==> config.mk <==
export PLATFORM = sky130hd
export DESIGN_NAME = seq_mult_flat
export DESIGN_NICKNAME = d
export VERILOG_FILES = /design/src/rtl/seq_mult_if.sv /design/src/rtl/seq_mult.sv /design/src/flat_wrapper.sv
export SDC_FILE = /design/constraint.sdc
export NUM_CORES = 1
export LEC_CHECK = 0
export ABC_AREA = 1
export BUFFER_PORTS_ARGS = -buffer_cell sky130_fd_sc_hd__buf_2
export CORE_UTILIZATION = 45
export DETAILED_ROUTE_END_ITERATION = 10
export PLACE_DENSITY = 0.65
export SYNTH_ARGS = -nofsm -noshare
export SYNTH_HDL_FRONTEND = slang
export SYNTH_SLANG_ARGS = --single-unit
export TNS_END_PERCENT = 10
==> constraint.sdc <==
create_clock -name clk -period 2.3 [get_ports clk]
set_clock_uncertainty 0.1 [all_clocks]
set_input_delay 0.46 -clock clk [delete_from_list [all_inputs] [get_ports clk]]
set_output_delay 0.46 -clock clk [all_outputs]
set_load 0.01 [all_outputs]
==> src/rtl/seq_mult_if.sv <==
// Handshake and operand/result bundle for the iterative shift-add multiplier.
interface seq_mult_if #(
  parameter int unsigned N = 4
);
  logic           start;
  logic [N-1:0]   a;
  logic [N-1:0]   b;
  logic           busy;
  logic           done;
  logic [2*N-1:0] prod;

  modport master (
    output start, a, b,
    input  busy, done, prod
  );

  modport slave (
    input  start, a, b,
    output busy, done, prod
  );
endinterface

==> src/rtl/seq_mult.sv <==
// Iterative shift-add multiplier: one multiplier bit per cycle, N+1 cycles from
// accepted start to done, optional two's-complement mode via sign/magnitude.
module seq_mult #(
  parameter int unsigned N      = 4,
  parameter bit          SIGNED = 1'b0
) (
  input  logic    clk,
  input  logic    rst_n,
  seq_mult_if.slave bus
);

  localparam int unsigned PW = 2 * N;
  localparam int unsigned CW = $clog2(N + 1);

  typedef enum logic [1:0] {
    S_IDLE = 2'd0,
    S_RUN  = 2'd1,
    S_DONE = 2'd2
  } state_t;

  state_t        state_q;
  logic [PW-1:0] mcand_q;
  logic [N-1:0]  mplier_q;
  logic [PW-1:0] acc_q;
  logic [CW-1:0] cnt_q;
  logic          neg_q;
  logic          busy_q;
  logic          done_q;
  logic [PW-1:0] prod_q;

  logic [N-1:0]  mag_a_d;
  logic [N-1:0]  mag_b_d;
  logic          neg_d;
  logic [PW-1:0] acc_d;
  logic [PW-1:0] result_d;

  // Operand magnitudes and result sign at capture; next accumulator; sign-corrected result.
  always_comb begin
    mag_a_d  = bus.a;
    mag_b_d  = bus.b;
    neg_d    = 1'b0;
    if (SIGNED) begin
      mag_a_d = bus.a[N-1] ? N'(~bus.a + N'(1)) : bus.a;
      mag_b_d = bus.b[N-1] ? N'(~bus.b + N'(1)) : bus.b;
      neg_d   = bus.a[N-1] ^ bus.b[N-1];
    end
    acc_d    = acc_q + (mplier_q[0] ? mcand_q : '0);
    result_d = neg_q ? PW'(~acc_q + PW'(1)) : acc_q;
  end

  // Control FSM and datapath registers; all outputs registered.
  always_ff @(posedge clk) begin
    if (!rst_n) begin
      state_q  <= S_IDLE;
      mcand_q  <= '0;
      mplier_q <= '0;
      acc_q    <= '0;
      cnt_q    <= '0;
      neg_q    <= 1'b0;
      busy_q   <= 1'b0;
      done_q   <= 1'b0;
      prod_q   <= '0;
    end else begin
      case (state_q)
        S_IDLE: begin
          done_q <= 1'b0;
          if (bus.start) begin
            mcand_q  <= PW'(mag_a_d);
            mplier_q <= mag_b_d;
            neg_q    <= neg_d;
            acc_q    <= '0;
            cnt_q    <= CW'(N);
            busy_q   <= 1'b1;
            state_q  <= S_RUN;
          end
        end
        S_RUN: begin
          acc_q    <= acc_d;
          mcand_q  <= mcand_q << 1;
          mplier_q <= mplier_q >> 1;
          cnt_q    <= cnt_q - CW'(1);
          if (cnt_q == CW'(1)) begin
            state_q <= S_DONE;
          end
        end
        S_DONE: begin
          prod_q  <= result_d;
          done_q  <= 1'b1;
          busy_q  <= 1'b0;
          state_q <= S_IDLE;
        end
        default: begin
          state_q <= S_IDLE;
          busy_q  <= 1'b0;
          done_q  <= 1'b0;
        end
      endcase
    end
  end

  assign bus.busy = busy_q;
  assign bus.done = done_q;
  assign bus.prod = prod_q;

endmodule

==> src/flat_wrapper.sv <==
// flat-port wrapper written by rule: the top's interface ports become plain ports
module seq_mult_flat 
#(
  parameter int unsigned N      = 4,
  parameter bit          SIGNED = 1'b0
)
  (clk, rst_n, bus_start, bus_a, bus_b, bus_busy, bus_done, bus_prod);
  seq_mult_if #(.N(N)) bus_i ();
  input  logic clk;
  input  logic rst_n;
  input wire logic [$bits(bus_i.start)-1:0] bus_start;
  input wire logic [$bits(bus_i.a)-1:0] bus_a;
  input wire logic [$bits(bus_i.b)-1:0] bus_b;
  output wire logic [$bits(bus_i.busy)-1:0] bus_busy;
  output wire logic [$bits(bus_i.done)-1:0] bus_done;
  output wire logic [$bits(bus_i.prod)-1:0] bus_prod;
  assign bus_i.start = bus_start;
  assign bus_i.a = bus_a;
  assign bus_i.b = bus_b;
  assign bus_busy = bus_i.busy;
  assign bus_done = bus_i.done;
  assign bus_prod = bus_i.prod;
  seq_mult #(.N(N), .SIGNED(SIGNED)) u_core (.clk(clk), .rst_n(rst_n), .bus(bus_i));
endmodule
==> results of run 1 <==
[logic make-up (layout without fill, tap and decap cells)]
logic type / count (synthesis) / in the layout / synth area share [%]
AND/OR/NAND/NOR: 103 / 103 / 26.1
XOR/XNOR: 1 / 1 / 0.517
AO/OA/AOI/OAI: 45 / 45 / 14.6
flip-flops: 35 / 35 / 41.4
buffers and inverters: 38 / 61 / 9.61
adder cells (fa/ha/maj): 10 / 10 / 7.83
[placed cells by master, fill, tap and decap left out, types with 3 or more instances in the layout]
| cell type | netlist | routed |
|---|---|---|
| nor2_1 | 22 | 22 |
| a22oi_1 | 3 | 3 |
| nand2_1 | 63 | 63 |
| inv_1 | 26 | 26 |
| a31oi_1 | 5 | 5 |
| ha_1 | 9 | 9 |
| o21ai_0 | 14 | 14 |
| buf_2 | 2 | 20 |
| o22ai_1 | 3 | 3 |
| dfxtp_1 | 35 | 35 |
| a21oi_1 | 19 | 19 |
| nand3_1 | 10 | 10 |
| clkbuf_8 | 0 | 5 |
[worst paths after layout]
path	start	end
worst max-delay path	u_core.mplier_q[0]$_SDFFE_PN0P_	u_core.acc_q[4]$_SDFFE_PN0P_
worst max register to register	u_core.mplier_q[0]$_SDFFE_PN0P_	u_core.acc_q[4]$_SDFFE_PN0P_
worst min-delay path	bus_a[0]	u_core.mcand_q[0]$_SDFFE_PN0P_
worst min register to register	u_core.bus.done$_SDFFE_PN0N_	u_core.bus.done$_SDFFE_PN0N_
[per-layer routing]
layer / routed length (µm) / vias up / GRT usage (%)
li1: - / 793 / -
met1: 1700 / 661 / 25.6
met2: 1480 / 18 / 30.6
met3: 108 / 4 / 5.98
met4: 46 / 0 / 7.67
met5: 0 / - / 0
[sequential cells by signal (all words and copies together), names as in the netlist]
register,count
u_core.cnt_q,3
u_core.mplier_q,4
u_core.bus.done,1
u_core.bus.prod,8
u_core.mcand_q,8
u_core.bus.busy,1
u_core.state_q,2
u_core.acc_q,8
[cell type report]
type / instances / area, µm² / share of cell area (%)
clock buffers: 6 / 72.6 / 3.71
clock inverters: 2 / 60.1 / 3.07
inverters: 31 / 119 / 6.08
multi-input cells: 159 / 830 / 42.4
flip-flops and latches: 35 / 701 / 35.9
well taps: 46 / 57.6 / 2.94
repair buffers: 22 / 115 / 5.89
[worst reg2reg max path: cells and delay by family, from the launching register on]
kind                       cells  cell delay [ns]
and+or+nand+nor                4             0.30
AOI/OAI and AO/OA              2             0.31
DFF                            1             0.40
adders and majority gates      2             0.61
buffers and inverters          1             0.04
[metrics by stage]
stage,hold WS (ns),setup slack (ns),utilization (%)
final,0.319,0.472,56.3
after floorplan,0.339,0.516,-
after global placement,0.349,0.530,52.5
after global routing,0.308,0.265,56.3
after CTS,0.315,0.477,56.3
after detailed placement,0.353,0.499,52.5
[power by group through the flow]
stage / clock network (W) / logic, W / registers, W
2_1_floorplan: 0 / 0.000110 / 0.000663
3_3_place_gp: 0 / 0.000139 / 0.000666
3_5_place_dp: 0 / 0.000140 / 0.000667
4_1_cts: 0.000655 / 0.000141 / 0.000653
5_1_grt: 0.000687 / 0.000161 / 0.000658
6_report: 0.000644 / 0.000139 / 0.000653
==> run_results.csv, run 1 <==
group,metric,value,unit
route,firstDrtPassIters,4,
clock_tree,ctsResizeCount,0,
synthesis,yosys.cell_count.top_type,"nand2_1",
power_and_ir_drop,pwr-share-comb,9.7,%
final_layout,nNetsFinal,275,
global_route,antenna_found_initial,0,
timing,grt_setup_unrepaired,"false",
critical_path,arrival,1.95,ns
synthesis,synth_nets,253,
clock_tree,holdBufCountCts,0,
job,cap_violations,0,
placement,io_buffers,20,
synthesis,ys_top_cells_by_area,"dfxtp_1 41%, nand2_1 14%, ha_1 6.7%",
floorplan,rows,21,
critical_path,critPathBufInv,1,
critical_path,cp-end-kind,"flop",
final_layout,fin_area,0.00195,mm²
critical_path,critical_path_class,"flop to flop",
global_route,grtUsageTotal,19.8,%
critical_path,critPathLaunchType,"flop",
placement,place.gp.congestion,0.852,
synthesis,yosys-top-cells-count,"63 x nand2_1, 35 x dfxtp_1, 26 x inv_1",
final_layout,areaGrowthSynthToFinish,15.4,%
clock_tree,numCtsBuffers,5,
timing,max_slew_margin,79.3,%
clock_tree,clk_latency,0.29,ns
placement,numPlacedInstances,293,
clock_tree,h-tree-depth,2,
power_and_ir_drop,pwr-share-seq,45.5,%
critical_path,rr_worst_depth,9,
synthesis,async_reset_ff_share,0,%
floorplan,pin_count,21,
power_and_ir_drop,p_per_area,735,mW/mm²
synthesis,yosysSeqAreaShare,41.4,%
route,wirelength,3330,µm
run_status,status,"finished clean",
synthesis,syn_area_per_cell,7.30,µm²
timing,tightest_slew,0.310,ns
synthesis,postSynthCellCount,232,
global_route,grt_max_degree,19,
synthesis,synth_cell_types,27,
power_and_ir_drop,vdd_drop_max,333,µV
final_layout,fillCellCount,357,
synthesis,yosys_warnings,0,
global_route,grt_pass1_vias,1356,
timing,fmax,547,MHz
power_and_ir_drop,finalPower,0.00144,W
placement,place_area,0.00182,mm²
critical_path,path_max_fanout,10,
power_and_ir_drop,intPower,0.00111,W
route,via_per_inst,4.90,
timing,setup_tns,0,ns
clock_tree,clk_path_buf_depth,2,
critical_path,critPathRequiredTime,2.42,ns
floorplan,coreArea,0.00347,mm²
floorplan,die_height,63.3,µm
floorplan,initial_core_util,48.8,%
global_route,grt_overflow_total,0,
critical_path,critical_path_depth,9,
synthesis,synth-edff-count,0,
synthesis,synth_top_cell_area_share,41.4,%
global_route,grt_pass1_wl,6040,µm
critical_path,critical_path.max_stage_delay,0.42,ns
timing,timing.final.crit_share,79.5,%
route,ant_nets,0,
route,drt_iter0_markers,35,
floorplan,fp.dieW,63.3,µm
synthesis,synth_top_cell_by_area,"dfxtp_1",
floorplan,fp.dieArea,0.00401,mm²
power_and_ir_drop,p_sw_share,22.4,%
timing,finalCriticalPeriod,1.83,ns
clock_tree,clk_pin_slew,0.07,ns
placement,post-dp-hpwl,2410,µm
synthesis,synth_area,0.00169,mm²
power_and_ir_drop,p_leak,0.993,nW
timing,drv_slew,0,
synthesis,synth-seq-cells,35,
min_path,worst_hold_path_type,"input pin to flop",
critical_path,critical_path.top_delay_family,"adder cells",
synthesis,synthFlopType,"dfxtp_1",
route,vias,1476,
clock_tree,post_cts.repair.setup_buffers,0,
route,wire_per_inst,11.1,µm
timing,setup_viol,0,
final_layout,antenna_cells,0,
clock_tree,cts.sinks,35,
critical_path,critPathSlowestCell,"fa_1",
final_layout,drive_above_1_share,14.5,%
power_and_ir_drop,power_frac_clock,44.8,%
critical_path,reg2reg_slack,0.47,ns
final_layout,fin_cells,301,
power_and_ir_drop,power_switching,0.000321,W
clock_tree,cts_tree,"done",
route,drc,0,
min_path,min_path_cells,3,
timing,hold_viol_final,0,
critical_path,path_cells,"nand2_1, inv_1, ha_1, fa_1, a21oi_1, nor2_1, nor2_1, nand2_1, a21oi_1",
clock_tree,cts_root_buf,"clkbuf_8",
(Power assumes the default switching activity.)
==> run 2, diff against run 1 <==
--- a/config.mk
+++ b/config.mk
@@ -5,7 +5,7 @@
 export SDC_FILE = /design/constraint.sdc
 export NUM_CORES = 1
 export LEC_CHECK = 0
-export ABC_AREA = 1
+export ABC_AREA = 0
 export BUFFER_PORTS_ARGS = -buffer_cell sky130_fd_sc_hd__buf_2
 export CORE_UTILIZATION = 45
 export DETAILED_ROUTE_END_ITERATION = 10
==> constraint.sdc (replaced) <==
create_clock -name clk -period 1.8 [get_ports clk]
set_clock_uncertainty 0.1 [all_clocks]
set_input_delay 0.36 -clock clk [delete_from_list [all_inputs] [get_ports clk]]
set_output_delay 0.36 -clock clk [all_outputs]
set_load 0.01 [all_outputs]
==> run_results.csv, run 2 <==
group,metric,value,unit
global_route,grt_pass1_vias,1370,
min_path,worstHoldEndpoint,"u_core.mcand_q[1]$_SDFFE_PN0P_",
final_layout,fin_area,0.00218,mm²
route,drt_iter0_markers,116,
synthesis,synth_area,0.00172,mm²
critical_path,r2r-start,"u_core.mplier_q[0]$_SDFFE_PN0P_",
final_layout,drive_above_1_share,27.8,%
critical_path,critical_path_class,"flop to flop",
timing,grt_setup_unrepaired,"true",
synthesis,ys_top_cells_by_area,"dfxtp_1 41%, nand2_1 8.3%, ha_1 6.6%",
route,wire_per_inst,12.6,µm
clock_tree,clk_pin_slew,0.07,ns
route,wirelength,3770,µm
floorplan,initial_core_util,46.9,%
global_route,grtUsageTotal,20.2,%
clock_tree,numCtsBuffers,5,
critical_path,path_common_cell,"a21o_1",
min_path,worst_hold_path_type,"input pin to flop",
synthesis,synth_top_cell_by_area,"dfxtp_1",
floorplan,die_height,63.8,µm
critical_path,critPathBufInv,0,
synthesis,postSynthCellCount,203,
critical_path,critPathRequiredTime,1.87,ns
final_layout,fin_cells,300,
final_layout,areaGrowthSynthToFinish,27.0,%
route,firstDrtPassIters,4,
timing,fmax,527,MHz
clock_tree,cts_tree,"done",
critical_path,path_cells,"and2_4, ha_4, fa_2, a21o_1, a21o_1, a21oi_2, or4b_1, nand3_1",
power_and_ir_drop,pwr-share-comb,13.1,%
power_and_ir_drop,p_leak,0.964,nW
clock_tree,h-tree-depth,2,
timing,hold_viol_final,0,
synthesis,synthFlopType,"dfxtp_1",
power_and_ir_drop,power_frac_clock,33.9,%
min_path,hp-start,"bus_a[1]",
timing,drv_slew,0,
timing,worst_slack,-0.0985,ns
synthesis,yosysSeqAreaShare,40.8,%
job,cap_violations,0,
global_route,grt_max_degree,19,
timing,setup_tns,-0.202,ns
final_layout,nNetsFinal,272,
synthesis,synth_top_cell_area_share,40.8,%
power_and_ir_drop,p_per_area,718,mW/mm²
timing,tightest_slew,0.740,ns
power_and_ir_drop,power_switching,0.000390,W
critical_path,startpoint,"u_core.mplier_q[0]$_SDFFE_PN0P_",
critical_path,reg2reg_slack,-0.1,ns
timing,max_slew_margin,50.5,%
power_and_ir_drop,pwr-share-seq,53.0,%
power_and_ir_drop,p_sw_share,24.9,%
critical_path,rr_endpoint,"u_core.acc_q[6]$_SDFFE_PN0P_",
final_layout,final_cell_mix,"38 x nand2_1, 34 x dfxtp_1, 28 x buf_4",
final_layout,fillCellCount,353,
timing,finalCriticalPeriod,1.90,ns
timing,setup_viol,3,
floorplan,rows,22,
floorplan,coreArea,0.00366,mm²
run_status,status,"finished, violations left",
clock_tree,cts_root_buf,"clkbuf_8",
global_route,antenna_found_initial,0,
global_route,grt_overflow_total,0,
min_path,min_path_cells,3,
synthesis,yosys.cell_count.top_type,"nand2_1",
synthesis,yosys_warnings,0,
critical_path,critical_path.max_stage_delay,0.36,ns
clock_tree,clk_latency,0.28,ns
placement,numPlacedInstances,290,
critical_path,arrival,1.97,ns
route,via_per_inst,5.25,
placement,place_area,0.00205,mm²
critical_path,critPathSlowestCell,"fa_2",
run_status,violations,"negative setup slack",
route,drc,0,
synthesis,yosys-top-cells-count,"38 x nand2_1, 35 x dfxtp_1, 21 x nor2_1",
critical_path,critical_path.top_delay_family,"adder cells",
placement,post-dp-hpwl,2840,µm
placement,io_buffers,20,
power_and_ir_drop,vdd_drop_max,463,µV
route,vias,1576,
timing,timing.final.crit_share,105,%
critical_path,critPathLaunchType,"flop",
final_layout,final_common_cell,"nand2_1",
critical_path,cp-end-kind,"flop",
placement,place.gp.congestion,0.850,
synthesis,async_reset_ff_share,0,%
synthesis,synth_cell_types,35,
final_layout,antenna_cells,0,
critical_path,rr_worst_depth,8,
synthesis,synth-seq-cells,35,
placement,preCtsSetupSlack,-0.121,ns
floorplan,fp.dieArea,0.00407,mm²
synthesis,synth_nets,224,
global_route,grt_pass1_wl,6290,µm
floorplan,pin_count,21,
route,ant_nets,0,
power_and_ir_drop,intPower,0.00117,W
synthesis,synth-edff-count,0,
synthesis,syn_area_per_cell,8.46,µm²
clock_tree,clk_path_buf_depth,2,
clock_tree,holdBufCountCts,0,
critical_path,path_max_fanout,6,
clock_tree,cts.sinks,35,
floorplan,fp.dieW,63.8,µm
-- run 2: cell count changes in the layout (fill, tap and decap cells not counted), moves of 4 or more --
cell,change
ha_1,-4
inv_1,-21
a21boi_0,+9
and2_1,+5
a31oi_1,-5
nand2_1,-25
buf_4,+26
a21oi_1,-6
o221ai_1,+4
nand3_1,-5
o21ai_0,-5
-- run 2: routing by layer --
metal / up-vias / share of wire (%) / GRT usage [%]
li1: 802 / - / -
met3: 8 / 4.7 / 4.29
met2: 32 / 45 / 30.7
met4: 0 / 1.4 / 6.82
met1: 734 / 49 / 28.2
met5: - / 0 / 0
-- run 2: worst max-delay path by stage --
stage | to | slack, ns | cells past startpoint
after global placement | u_core.acc_q[6]$_SDFFE_PN0P_ | -0.11 | 8
after floorplan | u_core.acc_q[6]$_SDFFE_PN0P_ | -0.14 | 9
after global routing | u_core.acc_q[6]$_SDFFE_PN0P_ | -0.18 | 8
after detailed placement | u_core.acc_q[6]$_SDFFE_PN0P_ | -0.12 | 8
final | u_core.acc_q[6]$_SDFFE_PN0P_ | -0.1 | 8
after CTS | u_core.acc_q[6]$_SDFFE_PN0P_ | -0.10 | 8
-- run 2: cells by family (layout without fill, tap and decap cells) --
group / count (synthesis) / count (layout) / synth area share, %
AND/OR/NAND/NOR: 82 / 82 / 22.2
AO/OA/AOI/OAI: 58 / 58 / 22.2
flip-flops: 35 / 35 / 40.8
buffers and inverters: 14 / 63 / 5.03
adder cells (fa/ha/maj): 10 / 10 / 7.73
XOR/XNOR: 4 / 4 / 2.04
-- run 2: area by class of cell --
type	instances	area, µm²	area share [%]
Inverter	6	22.5	1.03
Clock inverter	1	5.00	0.230
Clock buffer	7	76.3	3.50
Multi-Input combinational cell	154	996	45.7
Sequential cell	35	704	32.3
Tap cell	48	60.1	2.76
Timing Repair Buffer	49	315	14.5
-- run 2: repair_timing --
item,in CTS,in global routing
setup endpoints to repair,3,4
endpoints found under the hold margin,0,0
pin swaps,7,6
setup buffers,1,1
gates resized for setup,8,1
-- run 2: through the flow --
stage | hold slack [ns] | total power (W) | util (%)
floorplan | 0.325 | 0.000967 | -
global placement | 0.340 | 0.00104 | 56.1
detailed placement | 0.347 | 0.00105 | 56.1
CTS | 0.242 | 0.00158 | 59.2
global route | 0.246 | 0.00164 | 59.5
finish | 0.243 | 0.00157 | 59.5
-- run 2: power by group through the flow --
stage | clock network [W] | logic [W] | registers, W
5_1_grt | 0.000583 | 0.000228 | 0.000833
3_3_place_gp | 0 | 0.000195 | 0.000847
2_1_floorplan | 0 | 0.000128 | 0.000839
4_1_cts | 0.000541 | 0.000206 | 0.000829
3_5_place_dp | 0 | 0.000198 | 0.000847
6_report | 0.000531 | 0.000205 | 0.000829
-- run 2: worst reg2reg max path, delay by kind of cell, from the launching register on --
family / cells / cell delay [ns]
compound gates: 3 / 0.50
flops: 1 / 0.35
simple gates: 3 / 0.32
fa+ha+maj: 2 / 0.51
